$ cat src/rtl/rv_imm_pkg.sv
// Shared immediate-format codes and RV32I/Zicsr opcode constants for the immediate stage.
package rv_imm_pkg;

    localparam int unsigned FMT_W = 3;
    localparam int unsigned OPC_W = 7;

    localparam logic [FMT_W-1:0] IMM_I   = 3'd0;
    localparam logic [FMT_W-1:0] IMM_S   = 3'd1;
    localparam logic [FMT_W-1:0] IMM_B   = 3'd2;
    localparam logic [FMT_W-1:0] IMM_J   = 3'd3;
    localparam logic [FMT_W-1:0] IMM_U   = 3'd4;
    localparam logic [FMT_W-1:0] IMM_Z   = 3'd5;
    localparam logic [FMT_W-1:0] IMM_ILL = 3'd6;

    localparam logic [OPC_W-1:0] OPC_OP_IMM = 7'b0010011;
    localparam logic [OPC_W-1:0] OPC_LOAD   = 7'b0000011;
    localparam logic [OPC_W-1:0] OPC_JALR   = 7'b1100111;
    localparam logic [OPC_W-1:0] OPC_STORE  = 7'b0100011;
    localparam logic [OPC_W-1:0] OPC_BRANCH = 7'b1100011;
    localparam logic [OPC_W-1:0] OPC_JAL    = 7'b1101111;
    localparam logic [OPC_W-1:0] OPC_LUI    = 7'b0110111;
    localparam logic [OPC_W-1:0] OPC_AUIPC  = 7'b0010111;
    localparam logic [OPC_W-1:0] OPC_SYSTEM = 7'b1110011;
    localparam logic [OPC_W-1:0] OPC_OP     = 7'b0110011;

    // Codes 110/111 carry no immediate layout.
    function automatic logic fmt_is_legal(input logic [FMT_W-1:0] fmt);
        return fmt <= IMM_Z;
    endfunction

endpackage

$ cat src/rtl/imm_extend_stage_if.sv
// Upstream/downstream handshake bundle of the immediate-generation stage.
interface imm_extend_stage_if #(
    parameter int unsigned XLEN = 32
);
    logic            in_valid;
    logic            in_ready;
    logic [31:0]     in_instr;
    logic [XLEN-1:0] in_pc;
    logic [2:0]      in_immsrc;
    logic            in_auto;
    logic            out_valid;
    logic            out_ready;
    logic [XLEN-1:0] out_immext;
    logic [XLEN-1:0] out_target;
    logic [XLEN-1:0] out_pc;
    logic            out_illegal;

    modport master (
        output in_valid, in_instr, in_pc, in_immsrc, in_auto, out_ready,
        input  in_ready, out_valid, out_immext, out_target, out_pc, out_illegal
    );

    modport slave (
        input  in_valid, in_instr, in_pc, in_immsrc, in_auto, out_ready,
        output in_ready, out_valid, out_immext, out_target, out_pc, out_illegal
    );
endinterface

$ cat src/rtl/imm_format_decode.sv
// Combinational opcode -> immediate format lookup; no_imm_c marks R-type (zero immediate, legal).
module imm_format_decode
    import rv_imm_pkg::*;
(
    input  logic [OPC_W-1:0] opcode_i,
    input  logic             funct3_msb_i,
    output logic [FMT_W-1:0] fmt_c,
    output logic             no_imm_c
);

    always_comb begin
        fmt_c    = IMM_ILL;
        no_imm_c = 1'b0;
        case (opcode_i)
            OPC_OP_IMM, OPC_LOAD, OPC_JALR: fmt_c = IMM_I;
            OPC_STORE:                      fmt_c = IMM_S;
            OPC_BRANCH:                     fmt_c = IMM_B;
            OPC_JAL:                        fmt_c = IMM_J;
            OPC_LUI, OPC_AUIPC:             fmt_c = IMM_U;
            // CSR immediate forms (funct3[2]=1) take the zero-extended uimm field.
            OPC_SYSTEM:                     fmt_c = funct3_msb_i ? IMM_Z : IMM_I;
            OPC_OP: begin
                fmt_c    = IMM_I;
                no_imm_c = 1'b1;
            end
            default: ;
        endcase
    end

endmodule

$ cat src/rtl/imm_extend_stage.sv
// Registered immediate extension + PC-relative target, behind a valid/ready
// handshake with an output register and one skid entry.
module imm_extend_stage
    import rv_imm_pkg::*;
#(
    parameter int unsigned XLEN        = 32,
    parameter bit          AUTO_DECODE = 1'b1
) (
    input  logic              clk,
    input  logic              rst_n,
    input  logic              flush,
    imm_extend_stage_if.slave bus
);

    typedef struct packed {
        logic [XLEN-1:0] immext;
        logic [XLEN-1:0] target;
        logic [XLEN-1:0] pc;
        logic            illegal;
    } entry_t;

    logic [31:0]      instr;
    logic             sgn;
    logic [FMT_W-1:0] auto_fmt;
    logic             auto_none;
    logic             sel_auto;
    logic [FMT_W-1:0] fmt;
    logic             no_imm;
    logic [XLEN-1:0]  imm;
    entry_t           new_entry;

    entry_t out_q, out_d;
    entry_t skid_q, skid_d;
    logic   out_valid_q, out_valid_d;
    logic   skid_valid_q, skid_valid_d;
    logic   in_ready_q, in_ready_d;
    logic   in_fire;
    logic   out_free;

    assign instr = bus.in_instr;
    assign sgn   = instr[31];

    generate
        if (AUTO_DECODE) begin : g_dec
            imm_format_decode u_dec (
                .opcode_i     (instr[6:0]),
                .funct3_msb_i (instr[14]),
                .fmt_c        (auto_fmt),
                .no_imm_c     (auto_none)
            );
        end else begin : g_nodec
            assign auto_fmt  = IMM_ILL;
            assign auto_none = 1'b0;
        end
    endgenerate

    assign sel_auto = AUTO_DECODE && bus.in_auto;

    // Format selection and sign/zero extension of the incoming instruction.
    always_comb begin
        fmt    = sel_auto ? auto_fmt : bus.in_immsrc;
        no_imm = sel_auto && auto_none;
        imm    = '0;
        case (fmt)
            IMM_I: imm = {{(XLEN-11){sgn}}, instr[30:20]};
            IMM_S: imm = {{(XLEN-11){sgn}}, instr[30:25], instr[11:7]};
            IMM_B: imm = {{(XLEN-12){sgn}}, instr[7], instr[30:25], instr[11:8], 1'b0};
            IMM_J: imm = {{(XLEN-20){sgn}}, instr[19:12], instr[20], instr[30:21], 1'b0};
            IMM_U: imm = {{(XLEN-31){sgn}}, instr[30:12], 12'b0};
            IMM_Z: imm = {{(XLEN-5){1'b0}}, instr[19:15]};
            default: imm = '0;
        endcase
        if (no_imm) begin
            imm = '0;
        end
        new_entry.immext  = imm;
        new_entry.target  = bus.in_pc + imm;
        new_entry.pc      = bus.in_pc;
        new_entry.illegal = !no_imm && !fmt_is_legal(fmt);
    end

    assign in_fire  = bus.in_valid && in_ready_q && !flush;
    assign out_free = !out_valid_q || bus.out_ready;

    // Skid empties into the output register before any new input is taken.
    always_comb begin
        out_d        = out_q;
        skid_d       = skid_q;
        out_valid_d  = out_valid_q;
        skid_valid_d = skid_valid_q;
        if (flush) begin
            out_valid_d  = 1'b0;
            skid_valid_d = 1'b0;
        end else if (out_free) begin
            if (skid_valid_q) begin
                out_d        = skid_q;
                out_valid_d  = 1'b1;
                skid_valid_d = 1'b0;
            end else if (in_fire) begin
                out_d       = new_entry;
                out_valid_d = 1'b1;
            end else begin
                out_valid_d = 1'b0;
            end
        end else if (in_fire) begin
            skid_d       = new_entry;
            skid_valid_d = 1'b1;
        end
        in_ready_d = !skid_valid_d;
    end

    always_ff @(posedge clk or negedge rst_n) begin
        if (!rst_n) begin
            out_q        <= '0;
            skid_q       <= '0;
            out_valid_q  <= 1'b0;
            skid_valid_q <= 1'b0;
            in_ready_q   <= 1'b1;
        end else begin
            out_q        <= out_d;
            skid_q       <= skid_d;
            out_valid_q  <= out_valid_d;
            skid_valid_q <= skid_valid_d;
            in_ready_q   <= in_ready_d;
        end
    end

    assign bus.in_ready    = in_ready_q;
    assign bus.out_valid   = out_valid_q;
    assign bus.out_immext  = out_q.immext;
    assign bus.out_target  = out_q.target;
    assign bus.out_pc      = out_q.pc;
    assign bus.out_illegal = out_q.illegal;

endmodule
$ cat src/flat_wrapper.sv
// flat-port wrapper written by rule: the top's interface ports become plain ports
module imm_extend_stage_flat import rv_imm_pkg::*;
#(
    parameter int unsigned XLEN        = 32,
    parameter bit          AUTO_DECODE = 1'b1
)
  (clk, rst_n, flush, bus_in_valid, bus_in_instr, bus_in_pc, bus_in_immsrc, bus_in_auto, bus_out_ready, bus_in_ready, bus_out_valid, bus_out_immext, bus_out_target, bus_out_pc, bus_out_illegal);
  imm_extend_stage_if #(.XLEN(XLEN)) bus_i ();
  input  logic clk;
  input  logic rst_n;
  input  logic flush;
  input wire logic [$bits(bus_i.in_valid)-1:0] bus_in_valid;
  input wire logic [$bits(bus_i.in_instr)-1:0] bus_in_instr;
  input wire logic [$bits(bus_i.in_pc)-1:0] bus_in_pc;
  input wire logic [$bits(bus_i.in_immsrc)-1:0] bus_in_immsrc;
  input wire logic [$bits(bus_i.in_auto)-1:0] bus_in_auto;
  input wire logic [$bits(bus_i.out_ready)-1:0] bus_out_ready;
  output wire logic [$bits(bus_i.in_ready)-1:0] bus_in_ready;
  output wire logic [$bits(bus_i.out_valid)-1:0] bus_out_valid;
  output wire logic [$bits(bus_i.out_immext)-1:0] bus_out_immext;
  output wire logic [$bits(bus_i.out_target)-1:0] bus_out_target;
  output wire logic [$bits(bus_i.out_pc)-1:0] bus_out_pc;
  output wire logic [$bits(bus_i.out_illegal)-1:0] bus_out_illegal;
  assign bus_i.in_valid = bus_in_valid;
  assign bus_i.in_instr = bus_in_instr;
  assign bus_i.in_pc = bus_in_pc;
  assign bus_i.in_immsrc = bus_in_immsrc;
  assign bus_i.in_auto = bus_in_auto;
  assign bus_i.out_ready = bus_out_ready;
  assign bus_in_ready = bus_i.in_ready;
  assign bus_out_valid = bus_i.out_valid;
  assign bus_out_immext = bus_i.out_immext;
  assign bus_out_target = bus_i.out_target;
  assign bus_out_pc = bus_i.out_pc;
  assign bus_out_illegal = bus_i.out_illegal;
  imm_extend_stage #(.XLEN(XLEN), .AUTO_DECODE(AUTO_DECODE)) u_core (.clk(clk), .rst_n(rst_n), .flush(flush), .bus(bus_i));
endmodule
$ cat config.mk
export PLATFORM = sky130hd
export DESIGN_NAME = imm_extend_stage_flat
export DESIGN_NICKNAME = d
export VERILOG_FILES = /design/src/rtl/rv_imm_pkg.sv /design/src/rtl/imm_extend_stage_if.sv /design/src/rtl/imm_format_decode.sv /design/src/rtl/imm_extend_stage.sv /design/src/flat_wrapper.sv
export SDC_FILE = /design/constraint.sdc
export NUM_CORES = 1
export LEC_CHECK = 0
export CORE_MARGIN = 2
export CORE_UTILIZATION = 38
export DETAILED_ROUTE_END_ITERATION = 6
export SETUP_SLACK_MARGIN = 0.02
export SYNTH_ARGS = -nofsm -noshare
export SYNTH_HDL_FRONTEND = slang
export SYNTH_HIERARCHICAL = 1
export SYNTH_SLANG_ARGS = --single-unit
export TNS_END_PERCENT = 5
$ cat constraint.sdc
create_clock -name clk -period 2.7 [get_ports clk]
set_clock_uncertainty 0.2 [all_clocks]
set_input_delay 0.27 -clock clk [delete_from_list [all_inputs] [get_ports clk]]
set_output_delay 0.27 -clock clk [all_outputs]
set_load 0.03 [all_outputs]
After elaboration in Yosys (flattened, before gate mapping)

Cells that the tools add are included.

Register bits: 197
Input bits: 73
Output and inout bits: 99
Logic and storage cells: 62

Reduce and logical (&&, ||, !) cells: 17
$lt $le $gt $ge: 1
Muxes and demuxes: 15
Bitwise operators: 2
Equal/unequal tests: 15
$add $sub $neg: 1

Operators with widths:

| kind                                                | count |
|---|---|
| 2-to-1 mux 97 bit                                   | 2 |
| case mux 32 bit (6 select lines)                    | 1 |
| adder 32 bit                                        | 1 |
| 2-to-1 mux 32 bit                                   | 1 |
| equality test 7 bit, second input constant          | 4 |
| equality test 7 x 6 -> 1 bit, second input constant | 3 |
| case mux 3 bit (6 select lines)                     | 1 |
| equality test 7 x 5 -> 1 bit, second input constant | 2 |
| 2-to-1 mux 1 bit                                    | 8 |
| equality test 7 x 2 -> 1 bit, second input constant | 1 |
| equality test 3 x 2 -> 1 bit, second input constant | 2 |
| equality test 3 bit, second input constant          | 2 |
| 2-to-1 mux 3 bit                                    | 2 |
| AND reduction 3 bit                                 | 2 |
| zero test 1 bit                                     | 5 |
| logical AND 1 bit                                   | 4 |
| nonzero test 2 bit                                  | 2 |
| OR reduction 4 bit                                  | 1 |
| equality test 3 x 1 -> 1 bit, second input constant | 1 |
| <= comparator 3 bit, second input constant          | 1 |
| zero test 3 bit                                     | 1 |
| inverter 1 bit                                      | 2 |
| OR reduction 2 bit                                  | 1 |
| logical OR 1 bit                                    | 1 |

Longest topological paths before layout

Gate-level depths: netlist of the first run.

Depth in word-level cells: 10
Depth in mapped cells: 19
Gate-level depth less buffers: 19

Cells and area by module

Netlist of the first run, hierarchy kept.

Modules (own cells, without submodules):

| module            | cells each | times used | seq. area each (µm²) | area an instance (µm²) |
|---|---|---|---|---|
| imm_extend_stage  | 1184       | 1          | 4931.0               | 10453.8 |
| imm_format_decode | 21         | 1          | 0.0                  | 135.1 |

Worst setup path before layout of the first run

Ideal clock, no wire load.

Path kind: input port to flip-flop
From: input port bus_in_instr[2]
To: register u_core.out_q (netlist bit u_core/bus.out_target[29])
Required time: 2.373 ns
Path slack: -1.549 ns
Data arrival time: 3.923 ns
Buffers on the path: 0
Stages: 18
Library setup time: 0.127 ns
Path through: nor2b_2 > and2b_1 > o31ai_1 > mux2i_2 > xnor2_1 > mux2i_1 > nor2_1 > o21ai_2 > inv_1 > ha_1 > a211oi_1 > o21bai_1 > o2111a_1 > a211o_1 > a41o_1 > a21oi_2 > mux2i_1 > nand3_1

Cells in the longest elaborated chain, start to end: 10
Elaborated cells between the ends (all ways): 27
Classes of those cells: add/sub (1); eq/ne (15); mux (7); reduce/logical (4)

RTL lines:

| element                                                            | RTL line                | RTL |
|---|---|---|
| start, declared                                                    | flat_wrapper.sv:13      | `input wire logic [$bits(bus_i.in_instr)-1:0] bus_in_instr;` |
| equality test 7 x 6 -> 1 bit, or another cell as far along         | imm_format_decode.sv:14 | `case (opcode_i)` |
| OR reduction 4 bit (no line) or OR reduction 2 bit (tied branches) | n/a                     |  |
| case mux 3 bit (6 select lines) (*)                                | imm_format_decode.sv:14 |  |
| net u_core.auto_fmt[1]                                             | imm_extend_stage.sv:24  | `logic [FMT_W-1:0] auto_fmt;` |
| 2-to-1 mux 3 bit (*)                                               | imm_extend_stage.sv:61  | `fmt = sel_auto ? auto_fmt : bus.in_immsrc;` |
| equality test 3 bit, or another cell as far along                  | imm_extend_stage.sv:64  | `case (fmt)` |
| case mux 32 bit (6 select lines) (*)                               | imm_extend_stage.sv:64  |  |
| 2-to-1 mux 32 bit (*)                                              | imm_extend_stage.sv:73  | `if (no_imm) begin` |
| net u_core.imm[1]                                                  | imm_extend_stage.sv:29  | `logic [XLEN-1:0] imm;` |
| adder 32 bit (*)                                                   | imm_extend_stage.sv:77  | `new_entry.target = bus.in_pc + imm;` |
| 2-to-1 mux 97 bit (*)                                              | imm_extend_stage.sv:99  | `end else if (in_fire) begin` |
| 2-to-1 mux 97 bit (*)                                              | imm_extend_stage.sv:95  | `if (skid_valid_q) begin` |
| end signal, assigned                                               | imm_extend_stage.sv:120 | `out_q <= out_d;` |
| end, declared                                                      | imm_extend_stage.sv:32  | `entry_t out_q, out_d;` |

Mark *: on every way through the listed nets, which the timed path passes. The rest lies on a longest branch. The select of a mux whose other input is x is not followed.
A chain may end at the register's enable or synchronous reset.

Final worst setup path of the first run

From: input port bus_in_instr[4]
To: register u_core.out_q (netlist bit u_core/bus.out_target[30])

The elaborated chain is that of the path after synthesis.

==> insert_results.sql, run 1 <==
INSERT INTO impl_metrics (metric_group, metric, value, unit) VALUES
('final_layout', 'syn2layout_area_growth', '51.1', '%'),
('worst_setup_path', 'crit_family', 'compound AO/OA/AOI/OAI gates', ''),
('worst_setup_path', 'worstPathBufferInverterCount', '4', ''),
('synthesis', 'prevailing_post_synth_register_cell', 'sky130_fd_sc_hd__dfrtp_1', ''),
('global_routing', 'track_usage', '0.228', ''),
('sta', 'worst_hold_slack', '0.245', 'ns'),
('cts', 'cts_max_path_buffers', '2', ''),
('synthesis', 'postSynthCellCount', '1205', ''),
('cts', 'cts_tree', 'built', ''),
('final_layout', 'ant_diodes', '0', ''),
('sta', 'report.final.slew_viol_count', '0', ''),
('pwr', 'p_comb_frac', '0.321', ''),
('global_routing', 'overflow', '0', ''),
('pwr', 'p_total', '0.00934', 'W'),
('routing', 'drcViolationCount', '0', ''),
('floorplan', 'ios', '172', ''),
('sta', 'slew-limit-headroom', '0.453', ''),
('routing', 'antenna_left', '0', ''),
('cts', 'cts-root-buf', 'sky130_fd_sc_hd__clkbuf_16', ''),
('worst_setup_path', 'worstSetupPathType', 'in -> reg', ''),
('pwr', 'power.clock.fraction', '0.273', ''),
('floorplan', 'die_w', '171', 'µm'),
('cts', 'numCtsBuffers', '17', ''),
('cts', 'clock_pin_slew_on_the_worst_setup_and_hold_paths', '0.07', 'ns'),
('worst_setup_path', 'cp_arrival', '4.04', 'ns'),
('routing', 'drt-pass1-iter-count', '5', ''),
('pwr', 'vdd.ir_drop.worst', '0.000430', 'V'),
('final_layout', 'finish.utilization', '0.579', ''),
('placed_design', 'dp_slack', '-2.11', 'ns'),
('sta', 'actual_transition_at_the_worst_max_transition_pin', '0.821', 'ns'),
('final_layout', 'fillCellCount', '2387', ''),
('worst_setup_path', 'max_stage_delay', '0.44', 'ns'),
('pwr', 'p_sw_frac', '0.338', ''),
('pwr', 'power.share.sequential', '0.407', ''),
('worst_setup_path', 'cp_max_fo', '4', ''),
('placed_design', 'gpl.final_weighted_congestion', '0.916', ''),
('final_layout', 'fraction_of_final_layout_cells_sized_beyond_drive_strength_1', '0.265', ''),
('cts', 'worst_skew_pair.late_latency', '0.45', 'ns'),
('sta', 'hold_violations', '0', ''),
('worst_setup_path', 'timing.critical_path.slowest_stage_cell', 'sky130_fd_sc_hd__or4_4', ''),
('routing', 'routed_wire_length_per_instance', '16.7', 'µm'),
('job', 'cap_violations', '0', ''),
('worst_setup_path', 'worstPathCellList', 'buf_2 > nor2b_4 > buf_12 > nor3_4 > o311ai_4 > mux2i_4 > mux2i_1 > o21ai_1 > nand3_2 > inv_2 > ha_4 > inv_2 > fa_2 > and2b_2 > o2111ai_4 > a31oi_4 > nand3_4 > o311ai_4 > a41oi_2 > or4_4 > nand3_2', ''),
('synthesis', 'synth.ff_latch_count', '197', ''),
('pwr', 'power.density_cell_area', '584', 'mW/mm²'),
('routing', 'detailedRoute.firstIterationViolations', '768', ''),
('synthesis', 'synth_sequential_area_ratio', '0.466', ''),
('final_layout', 'layout.area.seq', '0.00493', 'mm²'),
('sta', 'post-route-worst-setup-slack', '-1.17', 'ns'),
('floorplan', 'die_h', '171', 'µm'),
('sta', 'grt_setup_unrepaired', 'yes', ''),
('routing', 'wirelength', '32.8', 'mm'),
('pwr', 'p_int', '0.00618', 'W'),
('synthesis', 'post_synth.cell_area_avg', '8.79', 'µm²'),
('routing', 'route.vias.total', '9788', ''),
('synthesis', 'postSynthNetCount', '1310', ''),
('synthesis', 'syn-cell-area', '0.0106', 'mm²'),
('worst_setup_path', 'timing.critical_path.required', '2.87', 'ns'),
('synthesis', 'edff_count_synth', '0', ''),
('cts', 'ctsHtreeMaxLevel', '4', ''),
('final_layout', 'multiInputGateArea', '0.00609', 'mm²'),
('outcome', 'violations', 'setup timing', ''),
('placed_design', 'placement.io_buffers', '171', ''),
('global_routing', 'wire_length_of_the_first_global_routing_pass', '52.2', 'mm'),
('floorplan', 'placement_rows', '61', ''),
('final_layout', 'finalNetCount', '1678', ''),
('outcome', 'outcome', 'finished with violations', ''),
('sta', 'setup_viol', '64', ''),
('synthesis', 'total_of_warnings_raised_by_yosys', '6', ''),
('placed_design', 'post-dp-hpwl', '23.6', 'mm'),
('synthesis', 'yosys.cell_types.count', '63', '');
flip-flops by register name (all words and copies together), names as in the netlist:
register	count
u_core/bus.in_ready	1
u_core/bus.out_illegal	1
u_core/bus.out_immext	32
u_core/bus.out_pc	32
u_core/bus.out_target	32
u_core/bus.out_valid	1
u_core/skid_q	97
u_core/skid_valid_q	1
power groups by stage:
stage | Combinational, W | Clock, W | Sequential, W
floorplan | 0.000973 | 0 | 0.00428
global placement | 0.00269 | 0 | 0.00384
detailed placement | 0.00273 | 0 | 0.00385
CTS | 0.00290 | 0.00260 | 0.00380
global route | 0.00325 | 0.00271 | 0.00387
finish | 0.00299 | 0.00255 | 0.00380
routing by layer:
| metal | global-route usage | wire [µm] | vias to the layer above |
|---|---|---|---|
| met5 | 0 | 0 | - |
| met4 | 0.0490 | 420 | 0 |
| met3 | 0.0419 | 1790 | 30 |
| met2 | 0.357 | 14900 | 252 |
| met1 | 0.330 | 15700 | 4665 |
| li1 | - | - | 4841 |
placed cells by master, fill, tap and decap left out, types with 7 or more instances in the layout:
cell,Yosys,routed
sky130_fd_sc_hd__o21ai_1,2,37
sky130_fd_sc_hd__buf_12,0,12
sky130_fd_sc_hd__a21oi_4,0,8
sky130_fd_sc_hd__o21ai_0,129,91
sky130_fd_sc_hd__a31oi_4,1,8
sky130_fd_sc_hd__buf_4,1,223
sky130_fd_sc_hd__buf_6,1,22
sky130_fd_sc_hd__clkbuf_16,0,17
sky130_fd_sc_hd__inv_6,0,8
sky130_fd_sc_hd__nand2_1,371,366
sky130_fd_sc_hd__ha_1,31,19
sky130_fd_sc_hd__dfrtp_1,196,195
sky130_fd_sc_hd__o21a_1,15,15
sky130_fd_sc_hd__xor2_1,12,7
sky130_fd_sc_hd__clkdlybuf4s50_1,0,161
sky130_fd_sc_hd__nand3_1,18,15
sky130_fd_sc_hd__ha_4,0,9
sky130_fd_sc_hd__nor3_1,9,7
sky130_fd_sc_hd__inv_1,20,15
sky130_fd_sc_hd__nor2_1,32,26
sky130_fd_sc_hd__o211ai_1,9,9
sky130_fd_sc_hd__a21o_1,23,23
sky130_fd_sc_hd__a21oi_1,71,53
sky130_fd_sc_hd__xnor2_2,0,14
sky130_fd_sc_hd__mux2i_1,79,78
sky130_fd_sc_hd__a21oi_2,2,12
area by class of cell:
type,count,area share
multi-input cells,910,0.381
flip-flops and latches,197,0.308
repair buffers,427,0.241
well taps,378,0.0296
clock buffers,18,0.0274
clock inverters,13,0.00837
inverters,20,0.00469
synth_stat cells (4+ instances only):
library cell	instances	area, µm²
sky130_fd_sc_hd__nand2_1	371	1390
sky130_fd_sc_hd__dfrtp_1	196	4900
sky130_fd_sc_hd__o21ai_0	129	646
sky130_fd_sc_hd__mux2i_1	79	791
sky130_fd_sc_hd__a21oi_1	71	355
sky130_fd_sc_hd__clkbuf_1	62	233
sky130_fd_sc_hd__nor2_1	32	120
sky130_fd_sc_hd__ha_1	31	388
sky130_fd_sc_hd__a21o_1	23	173
sky130_fd_sc_hd__inv_1	20	75.1
sky130_fd_sc_hd__xnor2_1	19	166
sky130_fd_sc_hd__nand3_1	18	90.1
sky130_fd_sc_hd__o21a_1	15	113
sky130_fd_sc_hd__xor2_1	12	105
sky130_fd_sc_hd__nor3_1	9	45.0
sky130_fd_sc_hd__o211ai_1	9	67.6
sky130_fd_sc_hd__a31oi_1	8	50.1
sky130_fd_sc_hd__buf_2	8	40.0
sky130_fd_sc_hd__and3_1	7	43.8
sky130_fd_sc_hd__buf_1	6	22.5
sky130_fd_sc_hd__mux2_2	5	56.3
sky130_fd_sc_hd__nand4_1	5	31.3
sky130_fd_sc_hd__nor3b_1	5	37.5
sky130_fd_sc_hd__and2_1	4	25.0
kinds of logic (layout without fill, tap and decap cells):
logic type               after synthesis  in the layout  share of synthesized area
multiplexers                          86             86                     0.0826
adder cells (fa/ha/maj)               32             32                     0.0385
AND/OR/NAND/NOR                      472            472                      0.185
flip-flops                           197            197                      0.466
AO/OA/AOI/OAI                        289            289                      0.166
buffers and inverters                 98            478                     0.0367
XOR/XNOR                              31             31                     0.0256
worst min-delay path, stage by stage:
cell and delay, ns:
sky130_fd_sc_hd__clkdlybuf4s50_1 0.46, sky130_fd_sc_hd__nand2_1 0.08, sky130_fd_sc_hd__nand2_1 0.04
repair_timing:
item | 4_1_cts | 5_1_grt
setup buffers | 45 | 8
gates resized for setup | 144 | 67
pin swaps | 57 | 51
hold buffers | 1 | 0
gates cloned | 0 | 0
endpoints found under the setup margin | 83 | 65
hold endpoints to repair | 76 | 0
final timing paths:
check                                     from                         to  slack, ns  cells past startpoint
max in group asynchronous                rst_n      u_core/bus.out_pc[13]       1.32                      3
max                            bus_in_instr[4]  u_core/bus.out_target[30]      -1.17                     21
min reg2reg                   u_core/skid_q[3]           u_core/skid_q[3]       0.28                      2
min in group asynchronous                rst_n   u_core/bus.out_target[7]       0.26                      2
min                              bus_in_pc[28]          u_core/skid_q[29]       0.24                      3
max reg2reg                u_core/bus.in_ready   u_core/bus.out_immext[4]       0.52                      5
through the flow:
step,area (µm²),setup TNS [ns]
floorplan,10700,-51.68
global placement,14300,-115.90
detailed placement,14300,-129.67
CTS,15600,-49.36
global route,16000,-63.09
finish,16000,-52.41
Power figures use the tool's default switching activity.
==> run 2: changes to the inputs <==
HOLD_SLACK_MARGIN = 0.06   (was not set)
==> results of run 2 <==
The final DEF is identical to that of run 1; final timing and power are the same.
